## config.mk

```make
export PLATFORM = sky130hd
export DESIGN_NAME = madd_sched
export DESIGN_NICKNAME = d
export VERILOG_FILES = /design/src/rtl/madd_pkg.sv /design/src/rtl/MADD.sv /design/src/rtl/rr_arb.sv /design/src/rtl/madd_sched.sv
export SDC_FILE = /design/constraint.sdc
export NUM_CORES = 2
export LEC_CHECK = 0
export BUFFER_PORTS_ARGS = -buffer_cell sky130_fd_sc_hd__buf_2
export CORE_UTILIZATION = 53
export DETAILED_ROUTE_END_ITERATION = 10
export PLACE_DENSITY = 0.79
export SLEW_MARGIN = 20
export SYNTH_ARGS = -nofsm -noshare
export SYNTH_HDL_FRONTEND = slang
export SYNTH_SLANG_ARGS = --single-unit
```

## constraint.sdc

```tcl
create_clock -name CLK -period 6.7 [get_ports CLK]
set_input_delay 1.34 -clock CLK [delete_from_list [all_inputs] [get_ports CLK]]
set_output_delay 1.34 -clock CLK [all_outputs]
set_load 0.05 [all_outputs]
```

## src/rtl/madd_pkg.sv

```systemverilog
// rtl/madd_pkg.sv - shared types and defaults for the multiply-add scheduler
package madd_pkg;

    localparam int DATA_W   = 32;
    localparam int NREQ_DEF = 4;
    localparam int CNTW_DEF = 16;

    typedef enum logic [1:0] {
        IDLE = 2'd0,
        EXEC = 2'd1,
        DONE = 2'd2
    } state_t;

endpackage

```

## src/rtl/MADD.sv

```systemverilog
// rtl/MADD.sv - registered multiply-add, Z = A*B + C mod 2^32, one clock latency
// Ports: CLK clock; A/B/C operands; Z registered result.
module MADD
    import madd_pkg::*;
(
    input  logic              CLK,
    input  logic [DATA_W-1:0] A,
    input  logic [DATA_W-1:0] B,
    input  logic [DATA_W-1:0] C,
    output logic [DATA_W-1:0] Z
);

    // Low bits of the product are identical for signed and unsigned operands.
    always_ff @(posedge CLK) begin
        Z <= A * B + C;
    end

endmodule

```

## src/rtl/rr_arb.sv

```systemverilog
// rtl/rr_arb.sv - combinational round-robin arbiter
// Ports: req request vector; ptr last granted index; en grant enable;
//        gnt one-hot grant; gnt_idx encoded grant index.
module rr_arb #(
    parameter int NREQ = 4,
    parameter int IDW  = 2
) (
    input  logic [NREQ-1:0] req,
    input  logic [IDW-1:0]  ptr,
    input  logic            en,
    output logic [NREQ-1:0] gnt,
    output logic [IDW-1:0]  gnt_idx
);

    int idx;

    // Walk from the farthest candidate (ptr itself) back to ptr+1 so the
    // last hit, which overrides earlier ones, is the nearest after ptr.
    always_comb begin
        gnt     = '0;
        gnt_idx = '0;
        idx     = 0;
        if (en) begin
            for (int k = NREQ; k >= 1; k--) begin
                idx = (int'(ptr) + k) % NREQ;
                if (req[idx]) begin
                    gnt      = '0;
                    gnt[idx] = 1'b1;
                    gnt_idx  = idx[IDW-1:0];
                end
            end
        end
    end

endmodule

```

## src/rtl/madd_sched.sv

```systemverilog
// rtl/madd_sched.sv - round-robin scheduler sharing one MADD among NREQ requesters
// Ports: CLK clock; RST sync active-high reset;
//        REQ_VALID/REQ_READY/REQ_A/REQ_B/REQ_C request handshake and operands;
//        RSP_VALID/RSP_READY/RSP_ID/RSP_Z tagged response with backpressure;
//        BUSY not idle; OPS_DONE wrapping count of response handshakes.
module madd_sched
    import madd_pkg::*;
#(
    parameter int NREQ = NREQ_DEF,
    parameter int IDW  = $clog2(NREQ),
    parameter int CNTW = CNTW_DEF
) (
    input  logic                   CLK,
    input  logic                   RST,
    input  logic [NREQ-1:0]        REQ_VALID,
    output logic [NREQ-1:0]        REQ_READY,
    input  logic [DATA_W*NREQ-1:0] REQ_A,
    input  logic [DATA_W*NREQ-1:0] REQ_B,
    input  logic [DATA_W*NREQ-1:0] REQ_C,
    output logic                   RSP_VALID,
    input  logic                   RSP_READY,
    output logic [IDW-1:0]         RSP_ID,
    output logic [DATA_W-1:0]      RSP_Z,
    output logic                   BUSY,
    output logic [CNTW-1:0]        OPS_DONE
);

    state_t            state_q;
    state_t            state_d;
    logic [IDW-1:0]    ptr_q;
    logic [IDW-1:0]    id_q;
    logic [IDW-1:0]    win_idx;
    logic [NREQ-1:0]   gnt;
    logic              grant_en;
    logic              accept;
    logic              rsp_fire;
    logic [DATA_W-1:0] opa_q;
    logic [DATA_W-1:0] opb_q;
    logic [DATA_W-1:0] opc_q;
    logic [DATA_W-1:0] madd_z;
    logic [CNTW-1:0]   ops_q;

    // New work may only enter when the unit is free or is being freed this cycle.
    assign grant_en = !RST && ((state_q == IDLE) || ((state_q == DONE) && RSP_READY));

    rr_arb #(
        .NREQ (NREQ),
        .IDW  (IDW)
    ) u_arb (
        .req     (REQ_VALID),
        .ptr     (ptr_q),
        .en      (grant_en),
        .gnt     (gnt),
        .gnt_idx (win_idx)
    );

    assign REQ_READY = gnt;
    assign accept    = |gnt;
    assign rsp_fire  = (state_q == DONE) && RSP_READY;

    always_comb begin
        state_d   = state_q;
        RSP_VALID = 1'b0;
        BUSY      = 1'b1;
        case (state_q)
            IDLE: begin
                BUSY = 1'b0;
                if (accept) state_d = EXEC;
            end
            EXEC: state_d = DONE;
            DONE: begin
                RSP_VALID = 1'b1;
                if (RSP_READY) state_d = accept ? EXEC : IDLE;
            end
            default: state_d = IDLE;
        endcase
    end

    always_ff @(posedge CLK) begin
        if (RST) begin
            state_q <= IDLE;
            ptr_q   <= IDW'(NREQ - 1);
            id_q    <= '0;
            opa_q   <= '0;
            opb_q   <= '0;
            opc_q   <= '0;
            ops_q   <= '0;
        end else begin
            state_q <= state_d;
            if (accept) begin
                ptr_q <= win_idx;
                id_q  <= win_idx;
                opa_q <= REQ_A[win_idx*DATA_W +: DATA_W];
                opb_q <= REQ_B[win_idx*DATA_W +: DATA_W];
                opc_q <= REQ_C[win_idx*DATA_W +: DATA_W];
            end
            if (rsp_fire) ops_q <= ops_q + CNTW'(1);
        end
    end

    // Operands stay put until the next accept, so Z holds through DONE stalls.
    MADD u_madd (
        .CLK (CLK),
        .A   (opa_q),
        .B   (opb_q),
        .C   (opc_q),
        .Z   (madd_z)
    );

    assign RSP_ID   = id_q;
    assign RSP_Z    = RSP_VALID ? madd_z : '0;
    assign OPS_DONE = ops_q;

endmodule

```

==> flow_summary.toml <==
[timing]
clock_skew_ns = 0.0169
setup_slack_ns = -0.0154
tightest_slew_ns = 1.07
hold_violations = 0
rsz0062_at_grt = "yes"
slew_viol_final = 0
slew_headroom_pct = 28.4
finalSetupTns_ns = -0.0154
finalCritPeriodShare_pct = 100
min_period_ns = 6.72
clock.fmax_mhz = 149
holdWs_ns = 0.454
setup_violations = 1

[worst_setup_path]
r2r_slack_ns = -0.02
critPathLaunchType = "flop"
worstPathRequired_ns = 7.05
path_class = "flop to flop"
endpoint_kind = "flop"
arrival_ns = 7.07
crit_fanout = 6

[finish]
final_cell_mix = "nand2_1, inv_1, buf_2, fa_1, and2_1"
drive_above_1_share_pct = 22.3
post-route-util_pct = 63.9
final_common_cell = "nand2_1"
syn_to_final_growth_pct = 19.0
final_cell_area_sq_um = 29800
nNetsFinal = 4378

[clock_network]
root_buffer = "clkbuf_16"
h-tree-depth = 4
clkSlewWorstSetupHoldPaths_ns = 0.07
cts_buffers = 17
cts_num_sinks = 150
cts_hold_buf = 0
clockBufferDepth = 2
clk_latency_ns = 0.47
cts_tree = "done"

[floorplanning]
core_sq_um = 46600
fp.dieH_um = 219
start_util_pct = 53.7
dieArea_sq_um = 48100
rows = 79
ios = 447
die_x_um = 219

[power]
p_leak_nw = 14.7
p_clk_share_pct = 6.4
power.total_w = 0.0156
switchingPower_w = 0.00837
p_sw_share_pct = 53.5
vdd_drop_max_mv = 0.546
p_comb_share_pct = 81.5
power-per-cell-area_nw_per_um2 = 525
power_frac_seq_pct = 12.2
cellInternalPower_w = 0.00726

[logic_synthesis]
synthesis.area_sq_um = 25000
ys_ff_latch = 150
yosysWarnings = 0
synth_edf_count = 0
synthXorXnorAreaFrac_pct = 3.61
syn_avg_cell_area_sq_um = 8.45
ys.flop_type = "dfxtp_1"
synth-async-reset-ratio_pct = 0
synth_compound_area_share_pct = 11.1
synthDistinctLibCells = 52
syn_nets = 3920
yosysSeqAreaShare_pct = 12.0
synth_top_family_by_area = "adder cells"
synthSimpleGateAreaFrac_pct = 20.3
synth_cells = 2958
synth_mux_area_share_pct = 0.480
synth_fa_ha_area_share_pct = 41.7

[global_routing]
grt_first_pass_wirelength_um = 120000
antenna_found_initial = 15
grt-ovfl-total = 0
grt_max_degree = 134
grt_pass1_vias = 22111
grtUsageTotal_pct = 32.9

[place]
post_dp_cell_area_sq_um = 28700
io_buffers = 446
hpwl_um = 64000
gp_congestion = 0.980

[detailed_routing]
wire_per_inst_um = 19.2
vias = 21948
dr.pass1.iters = 7
ant_nets = 0
drt_iter0_markers = 1867
route.detailed.drc = 0
wl_um = 77600
viasPerCell = 5.42

[min_path]
hold_path_class = "flop to flop"

[status]
status = "complete, but fails checks"
violations = "setup timing"

[job]
cap_violations = 0
## Yosys cell counts, types with 2 or more instances
library cell    n  area (sq um)
buf_4           2          15.0
inv_1         500          1880
o22ai_1         3          18.8
nand3_1        12          60.1
o21bai_1        5          37.5
a211o_1         2          17.5
nand4_1         2          12.5
mux4_2          4          90.1
buf_2           4          20.0
a221o_1         4          40.0
mux2i_1         3          30.0
nor3_1          2          10.0
a21oi_1       132           661
a22oi_1         4          30.0
a31oi_1         3          18.8
xor2_1         27           236
or2_2           6          37.5
ha_1          133          1660
and3_1          5          31.3
nor3b_1         2          15.0
o211ai_1        3          22.5
a211oi_1      100           751
o21ai_0        14          70.1
clkbuf_1      181           679
and2_1        415          2600
nor2_1         33           124
dfxtp_1       150          3000
a21o_1          9          67.6
fa_1          438          8770
nand2b_1        2          12.5
buf_1           3          11.3
buf_6           8          90.1
a311o_1        96           961
xnor2_1        76           666
a21boi_0        2          15.0
nor2b_1         7          43.8
nand2_1       551          2070
## registers in the layout, summed over array words and instances (netlist names)
register,flops
opa_q,32
state_q,2
opc_q,32
ptr_q,2
u_madd.Z,32
OPS_DONE,16
opb_q,32
RSP_ID,2
## per-layer routing
layer / global-route usage (%) / share of wire (%) / vias up
met3: 9.02 / 8.8 / 181
li1: - / - / 10047
met4: 14.7 / 4.4 / 6
met2: 52.8 / 47 / 997
met5: 0 / 0.052 / -
met1: 41.4 / 40 / 10717
## kinds of logic (layout without fill, tap and decap cells)
kind of cell | count (synthesis) | after routing
compound gates | 385 | 385
buf+inv | 699 | 1170
mux | 7 | 7
simple gates | 1043 | 1043
other cells | 0 | 13
fa+ha+maj | 571 | 571
xor+xnor | 103 | 103
flops | 150 | 150
## final timing paths
check / cells after the start / from / to
hold / removal: 2 / opc_q[22] / opc_q[22]
setup reg to reg: 24 / opb_q[4] / u_madd.Z[31]
setup / recovery: 24 / opb_q[4] / u_madd.Z[31]
hold reg to reg: 2 / opc_q[22] / opc_q[22]
## worst max-delay path, stage by stage (launching register included)
cell and delay [ns]:
dfxtp_4 0.38, buf_4 0.14, clkbuf_16 0.14, and2_1 0.14, fa_1 0.52, fa_1 0.45
fa_1 0.57, inv_1 0.07, fa_1 0.54, inv_1 0.05, fa_1 0.48, fa_2 0.49
fa_1 0.49, inv_1 0.05, fa_1 0.48, inv_1 0.05, ha_2 0.20, a21oi_4 0.18
o21ai_2 0.11, nor2b_4 0.14, a21oi_2 0.13, o21ai_2 0.08, o41a_1 0.40, a31oi_1 0.21
xnor2_1 0.09
## through the flow
| stage | cells | setup WS, ns |
|---|---|---|
| finish | 4049 | -0.0154 |
| global route | 4048 | -0.196 |
| CTS | 4021 | 0.000374 |
| detailed placement | 3989 | -0.161 |
| global placement | 3989 | -0.00633 |
| floorplan | 2958 | 0.0257 |
## power groups by stage
stage | registers, W | clock network (W) | logic, W
final | 0.00190 | 0.000994 | 0.0127
after CTS | 0.00185 | 0.00100 | 0.0120
after floorplan | 0.00160 | 0 | 0.00788
after detailed placement | 0.00186 | 0 | 0.0118
after global routing | 0.00194 | 0.00104 | 0.0140
after global placement | 0.00185 | 0 | 0.0116
## what timing repair did
action                                  CTS  global route
gates resized for setup                  20            91
gates cloned                              0             1
endpoints found under the setup margin    6            11
hold endpoints to repair                  0             0
pin swaps                                 5            57
setup buffers                             0            15
## area by class of cell
cell class,count,area (sq um)
Tap cell,607,759
Multi-Input combinational cell,2109,19600
Sequential cell,150,3050
Clock inverter,14,151
Clock buffer,18,439
Fill cell,3867,16800
Inverter,501,1880
Timing Repair Buffer,637,3870
Antenna cell,13,32.5
No activity file was read; power rests on OpenSTA's default activity.
